**src/rtl/ring_arbiter.sv**
```systemverilog
// 16-way round-robin arbiter with a one-hot rotating priority pointer and registered grant.
// Optional forced release after MAX_HOLD cycles when RING_ARB_TIMEOUT_EN is defined.
module ring_arbiter #(
    parameter int unsigned MAX_HOLD = 8
) (
    input  logic        CLK,
    input  logic        RST,
    input  logic [0:15] REQ,
    input  logic        DONE,
    output logic [0:15] GNT,
    output logic [3:0]  GNT_IDX,
    output logic        GNT_VALID,
    output logic        TIMEOUT
);
    localparam int unsigned N  = 16;
    localparam int unsigned IW = 4;

    typedef enum logic {IDLE, HOLD} state_t;

    state_t        state, state_nxt;
    logic [N-1:0]  ptr, ptr_nxt;
    logic [0:N-1]  gnt_nxt;
    logic [IW-1:0] idx_nxt;
    logic          valid_nxt;
    logic          timeout_nxt;
    logic [IW-1:0] ptr_idx;
    logic [IW-1:0] win;
    logic [IW-1:0] cand;
    logic          found;
    logic          rel;
    logic          tmo_hit;

`ifdef RING_ARB_TIMEOUT_EN
    logic [3:0] cnt, cnt_nxt;

    // Forced release only when the owner would otherwise keep the resource
    assign tmo_hit = (state == HOLD) && (cnt == 4'(MAX_HOLD - 1)) && !DONE && REQ[GNT_IDX];

    always_comb begin
        cnt_nxt = '0;
        if (state == HOLD && !rel) begin
            cnt_nxt = cnt + 4'd1;
        end
    end

    always_ff @(posedge CLK) begin
        if (RST) begin
            cnt <= '0;
        end else begin
            cnt <= cnt_nxt;
        end
    end
`else
    logic unused_cfg;
    assign unused_cfg = ^4'(MAX_HOLD);
    assign tmo_hit    = 1'b0;
`endif

    // Winner search: first set request at or after the pointer, wrapping 15 -> 0
    always_comb begin
        ptr_idx = '0;
        for (int i = 0; i < int'(N); i++) begin
            if (ptr[i]) begin
                ptr_idx = ptr_idx | IW'(i);
            end
        end
        found = 1'b0;
        win   = '0;
        cand  = '0;
        for (int off = 0; off < int'(N); off++) begin
            cand = ptr_idx + IW'(off);
            if (!found && REQ[cand]) begin
                found = 1'b1;
                win   = cand;
            end
        end
    end

    always_comb begin
        state_nxt   = state;
        ptr_nxt     = ptr;
        gnt_nxt     = GNT;
        idx_nxt     = GNT_IDX;
        valid_nxt   = GNT_VALID;
        timeout_nxt = 1'b0;
        rel         = 1'b0;
        case (state)
            IDLE: begin
                if (found) begin
                    gnt_nxt      = '0;
                    gnt_nxt[win] = 1'b1;
                    idx_nxt      = win;
                    valid_nxt    = 1'b1;
                    state_nxt    = HOLD;
                end
            end
            HOLD: begin
                rel = DONE || !REQ[GNT_IDX] || tmo_hit;
                if (rel) begin
                    gnt_nxt     = '0;
                    idx_nxt     = '0;
                    valid_nxt   = 1'b0;
                    state_nxt   = IDLE;
                    ptr_nxt     = N'(1) << (GNT_IDX + 4'd1);
                    timeout_nxt = tmo_hit;
                end
            end
            default: state_nxt = IDLE;
        endcase
    end

    always_ff @(posedge CLK) begin
        if (RST) begin
            state     <= IDLE;
            ptr       <= N'(1);
            GNT       <= '0;
            GNT_IDX   <= '0;
            GNT_VALID <= 1'b0;
            TIMEOUT   <= 1'b0;
        end else begin
            state     <= state_nxt;
            ptr       <= ptr_nxt;
            GNT       <= gnt_nxt;
            GNT_IDX   <= idx_nxt;
            GNT_VALID <= valid_nxt;
            TIMEOUT   <= timeout_nxt;
        end
    end

endmodule

```
**config.mk**
```make
export PLATFORM = sky130hd
export DESIGN_NAME = ring_arbiter
export DESIGN_NICKNAME = d
export VERILOG_FILES = /design/src/rtl/ring_arbiter.sv
export SDC_FILE = /design/constraint.sdc
export NUM_CORES = 1
export LEC_CHECK = 0
export CAP_MARGIN = 20
export CORE_MARGIN = 2
export CORE_UTILIZATION = 31
export CTS_BUF_LIST = sky130_fd_sc_hd__clkbuf_8
export DETAILED_ROUTE_END_ITERATION = 12
export DONT_BUFFER_PORTS = 1
export GPL_TIMING_DRIVEN = 0
export SETUP_SLACK_MARGIN = 0.02
export SYNTH_ARGS = -nofsm -noshare
export SYNTH_HDL_FRONTEND = slang
export SYNTH_SLANG_ARGS = --single-unit
```
**constraint.sdc**
```tcl
create_clock -name CLK -period 9.9 [get_ports CLK]
set_input_delay 0.495 -clock CLK [delete_from_list [all_inputs] [get_ports CLK]]
set_output_delay 0.495 -clock CLK [all_outputs]
set_load 0.02 [all_outputs]
```
Word-level counts from Yosys, hierarchy flattened
Index checks and enable logic that the tools add are counted.

operators by class
  $add $sub $neg = 16
  magnitude comparators = 19
  equal/unequal tests = 2
  shift-type cells = 1
  multiplexer cells = 112
  bitwise logic cells = 19
  reductions and logical operators = 35

operators with widths
  cell                  count
  $mux 4                26
  $ge 5x5->1 const B    18
  $not 4->5             18
  $bmux 1 s4            17
  $mux 1                56
  $add 4x4->4 const B   8
  $mux 16               2
  $pmux 16 s2           1
  $add 4x3->4 const B   4
  $logic_and 1x1->1     16
  $logic_not 1->1       16
  $shl 1x4->16 const A  1
  $mux 3                4
  $add 4x1->4 const B   2
  $add 4x2->4 const B   2
  $pmux 4 s2            1
  $lt 5x1->1 const B    1
  $demux 1 s4           1
  $mux 2                2
  $pmux 1 s2            2
  $reduce_and 2->1      2
  $ne 2x1->1 const B    1
  $ne 2x2->1 const B    1
  $logic_or 1x1->1      1
  $not 1->1             1

storage, ports and cells
  bits in registers = 38
  input port bits = 19
  output and inout bits = 22
  word-level logic and storage cells = 209

Longest topological paths before layout
  depth after elaboration = 72
  gate-level depth with buffers = 23
  mapped depth without buffers = 16

Least setup slack after synthesis
Ideal clock, no wire load.

  kind = reg2reg
  start point = reg ptr[7]
  end point = reg GNT_IDX[2]
  data arrival time = 5.097 ns
  slack = 4.686 ns
  cell stages (with the launch flop) = 22
  period minus slack after synthesis = 5.214 ns
  cells stage by stage = dfxtp_1 > or4_1 > buf_2 > nor2_4 > buf_6 > clkbuf_1 > ha_1 > clkbuf_1 > clkbuf_1 > clkbuf_1 > a211oi_1 > a311oi_1 > o21ai_0 > mux4_2 > nor2_1 > nand4_4 > nor4b_1 > a22oi_1 > o21a_1 > and2_1 > buf_2 > a22o_1

on the way
  cells in the longest elaborated chain, start to end = 61

ends and longest elaborated chain
  element                                               RTL line  text
  start: declaration                                    21        logic [N-1:0] ptr, ptr_nxt;
  start signal: assignment                              122       ptr <= ptr_nxt;
  $mux 3 (*)                                            63        if (ptr[i]) begin
  $mux 4 (*) (8 in series)                              63
  branches (longest 52 deep; another with $add 4x1->4)  n/a
  end signal: assignment                                124       GNT_IDX <= idx_nxt;
  end: declaration                                      11        output logic [3:0] GNT_IDX,

Every way passes the cells marked *. The select of a mux whose other input is x is not followed.
A chain may end at the register's enable or synchronous reset.

Final worst setup path
  start point = reg ptr[7]
  end point = reg GNT[1] in the netlist's numbering

on the way
  cells in the longest elaborated chain, start to end = 66

ends and longest elaborated chain
  element                                               RTL line  text
  $mux 3 (*)                                            63
  $mux 4 (*) (8 in series)                              63
  branches (longest 57 deep; another with $add 4x1->4)  n/a
  end signal: assignment                                123       GNT <= gnt_nxt;
  end: declaration                                      10        output logic [0:15] GNT,

Marked as above.

==> metrics.cfg <==
[detailed_routing]
drt_iter0_drc=676
routedWlPerCell_um=20.77
finalWirelength_um=16780
drc=0
drt_first_pass_iters=6
via_per_inst=6.319
vias=5106
ant_nets=0

[setup_path]
cp_top_family=simple AND/OR/NAND/NOR gates
cpMaxStageDelayCell=nor4_1
crit_type=flop to flop
path_buf_inv=7
rrSetupSlack_ns=2.90
critPathMaxStageDelay_ns=0.86
cp_cell_sequence=nor4_1, nand2_1, inv_1, clkbuf_1, ha_1, clkbuf_1, clkbuf_1, clkbuf_1, a211oi_1, a311oi_1, o21ai_0, mux4_2, nor2_1, nand4_4, nor4_1, or4_1, o21a_1, buf_2, inv_2, a32o_1
timing.rr.start=ptr[7]
r2r_end=GNT[1]
reg2reg_depth=20
cp-start-kind=flop
required_ns=10.09
cp.arrival_ns=7.19
endpoint_kind=flop
path_max_fanout=13
crit_path_frequent_cell=clkbuf_1

[cts]
cts_hold_buffers=0
worstSkewPairLatency_ns=0.30
root_buffer=clkbuf_8
cts_tree=yes
clock-sinks=37
path_clk_slew_ns=0.08
h-tree-depth=2
post-cts-setup-buffers=0
cts.path.max_buffers=2
cts-resized-gates=0
cts_buffers=5

[pwr]
leakage_nw=1.822
powerDensity_nw_per_um2=326.0
ir_worst_vdd_mv=0.1123

[sta]
fin_crit_sh_pct=70.67
tns_ns=0
finalSetupViolCount=0
clock_skew_ns=0.01302
fmax_mhz=142.9
rsz0062_at_grt=no
hold_viol=0
worstMarginPinSlew_ns=0.9709
slew_viol_final=0
relSlewSlack_pct=34.68
period_needed_ns=6.996

[finish]
layout-drive-gt1-share_pct=10.97
layout.nets=645
final_util_pct=33.88
syn_to_final_growth_pct=7.272
n_antenna_cell=0

[placement]
gp_congestion=0.9662
dp_hpwl_um=12770
port_buffers=0

[yosys]
synth_area_um2=4766
synth_top_area_share_pct=15.54
synth-simple-area-share_pct=26.67
synth_xor_area_share_pct=1.286
yosysWarningCount=0
synth_ff_type=dfxtp_1
seq_area_frac_synth_pct=15.54
synth.most_common_cell=nand2_1
synthTopCellsByCount=nand2_1, nor2_1, o21ai_0
synthArstFlopShare_pct=0
synthAdderAreaFrac_pct=1.838
avgSynthCellArea_um2=7.787
syn_inst=612
synth_compound_gate_area_share_pct=28.49
synth_cell_types=75
yosysTopAreaCell=dfxtp_1
synthTopCellsByArea=dfxtp_1, mux4_2, mux2i_1, nand2_1, o21ai_0
ys_ff_latch=37
synth_enable_flop_cells=0
synthMuxAreaShare_pct=19.77
syn-num-nets=638
synth_top_family_by_area=compound AO/OA/AOI/OAI gates

[global_routing]
gr-total-overflow=0
grt_usage_pct=20.29
antenna_found_initial=0
grt_max_degree=14
grt_pass1_vias=4671
grt_pass1_wl_um=26370

[min_path]
holdPathStages=2
hp-class=input port to flop
min_from=RST
hold-path-endpoint=GNT_VALID

[die]
core_area_um2=15090
pin_count=41
initial_core_util_pct=31.58
fp.dieW_um=128.0
rows=45
die_y_um=128.0
dieArea_um2=16380

[flow_run]
maxCapViolCount=0

[status]
run_status=finished clean

## how the worst max path moves through the flow
| stage | end | from | cells past startpoint |
|---|---|---|---|
| floorplan | GNT_IDX[2] | ptr[7] | 21 |
| global placement | GNT[3] | ptr[7] | 20 |
| detailed placement | GNT[1] | ptr[7] | 20 |
| CTS | GNT[1] | ptr[7] | 20 |
| global route | GNT[5] | ptr[7] | 20 |
| finish | GNT[1] | ptr[7] | 20 |
## sequential cells by signal, indices dropped and copies added, names as in the netlist
| name | flops |
|---|---|
| GNT | 16 |
| ptr | 15 |
| GNT_IDX | 4 |
| GNT_VALID | 1 |
| state | 1 |
## stage by stage
step / worst slack (ns) / cells / instance area [µm²] / total power [mW] / hold slack (ns)
after detailed placement: 3.170 / 800 / 5001 / 1.500 / 0.5107
after global placement: 3.161 / 800 / 5001 / 1.503 / 0.5002
after CTS: 3.155 / 808 / 5112 / 1.633 / 0.3914
after floorplan: 4.686 / 612 / 4766 / 1.202 / 0.4623
after global routing: 2.480 / 808 / 5112 / 1.797 / 0.3998
final: 2.904 / 808 / 5112 / 1.667 / 0.3935
## power breakdown
group / leakage, nW / total [mW] / internal, mW / switching (mW)
registers: 0.300 / 0.209 / 0.171 / 0.0383
logic: 1.46 / 1.33 / 0.490 / 0.837
clock network: 0.0595 / 0.130 / 0.0746 / 0.0556
total: 1.82 / 1.67 / 0.736 / 0.930
## logic make-up (layout without fill, tap and decap cells)
group | Yosys count | count (layout)
compound gates | 187 | 187
flops | 37 | 37
simple gates | 240 | 240
fa+ha+maj | 7 | 7
other cells | 1 | 1
mux | 60 | 60
xor+xnor | 7 | 7
buf+inv | 73 | 81
## cell type report
type / count / area (µm²)
well taps: 188 / 235.2
flip-flops and latches: 37 / 740.7
clock inverters: 3 / 42.54
inverters: 30 / 112.6
clock buffers: 5 / 68.82
multi-input cells: 502 / 3724
fillers: 1638 / 9977
plain buffers: 43 / 188.9
## per-layer routing
layer	up-vias	global-route usage (%)	wire, µm
met5	-	0	0
met4	0	8.209	615
met3	50	2.170	1406
met2	279	32.93	7824
met1	2407	27.62	6932
li1	2370	-	-
## layout by cell type, fill, tap and decap left out, types with 21 or more instances in the layout
master	netlist	final
a211oi_1	21	21
nand2_1	61	61
a21oi_1	30	30
dfxtp_1	37	37
nand3_1	29	29
nor2_1	47	47
mux4_2	27	27
clkbuf_1	29	29
inv_1	25	26
mux2i_1	30	30
o21ai_0	38	38
nand2b_1	22	22
Power figures use the tool's default switching activity.
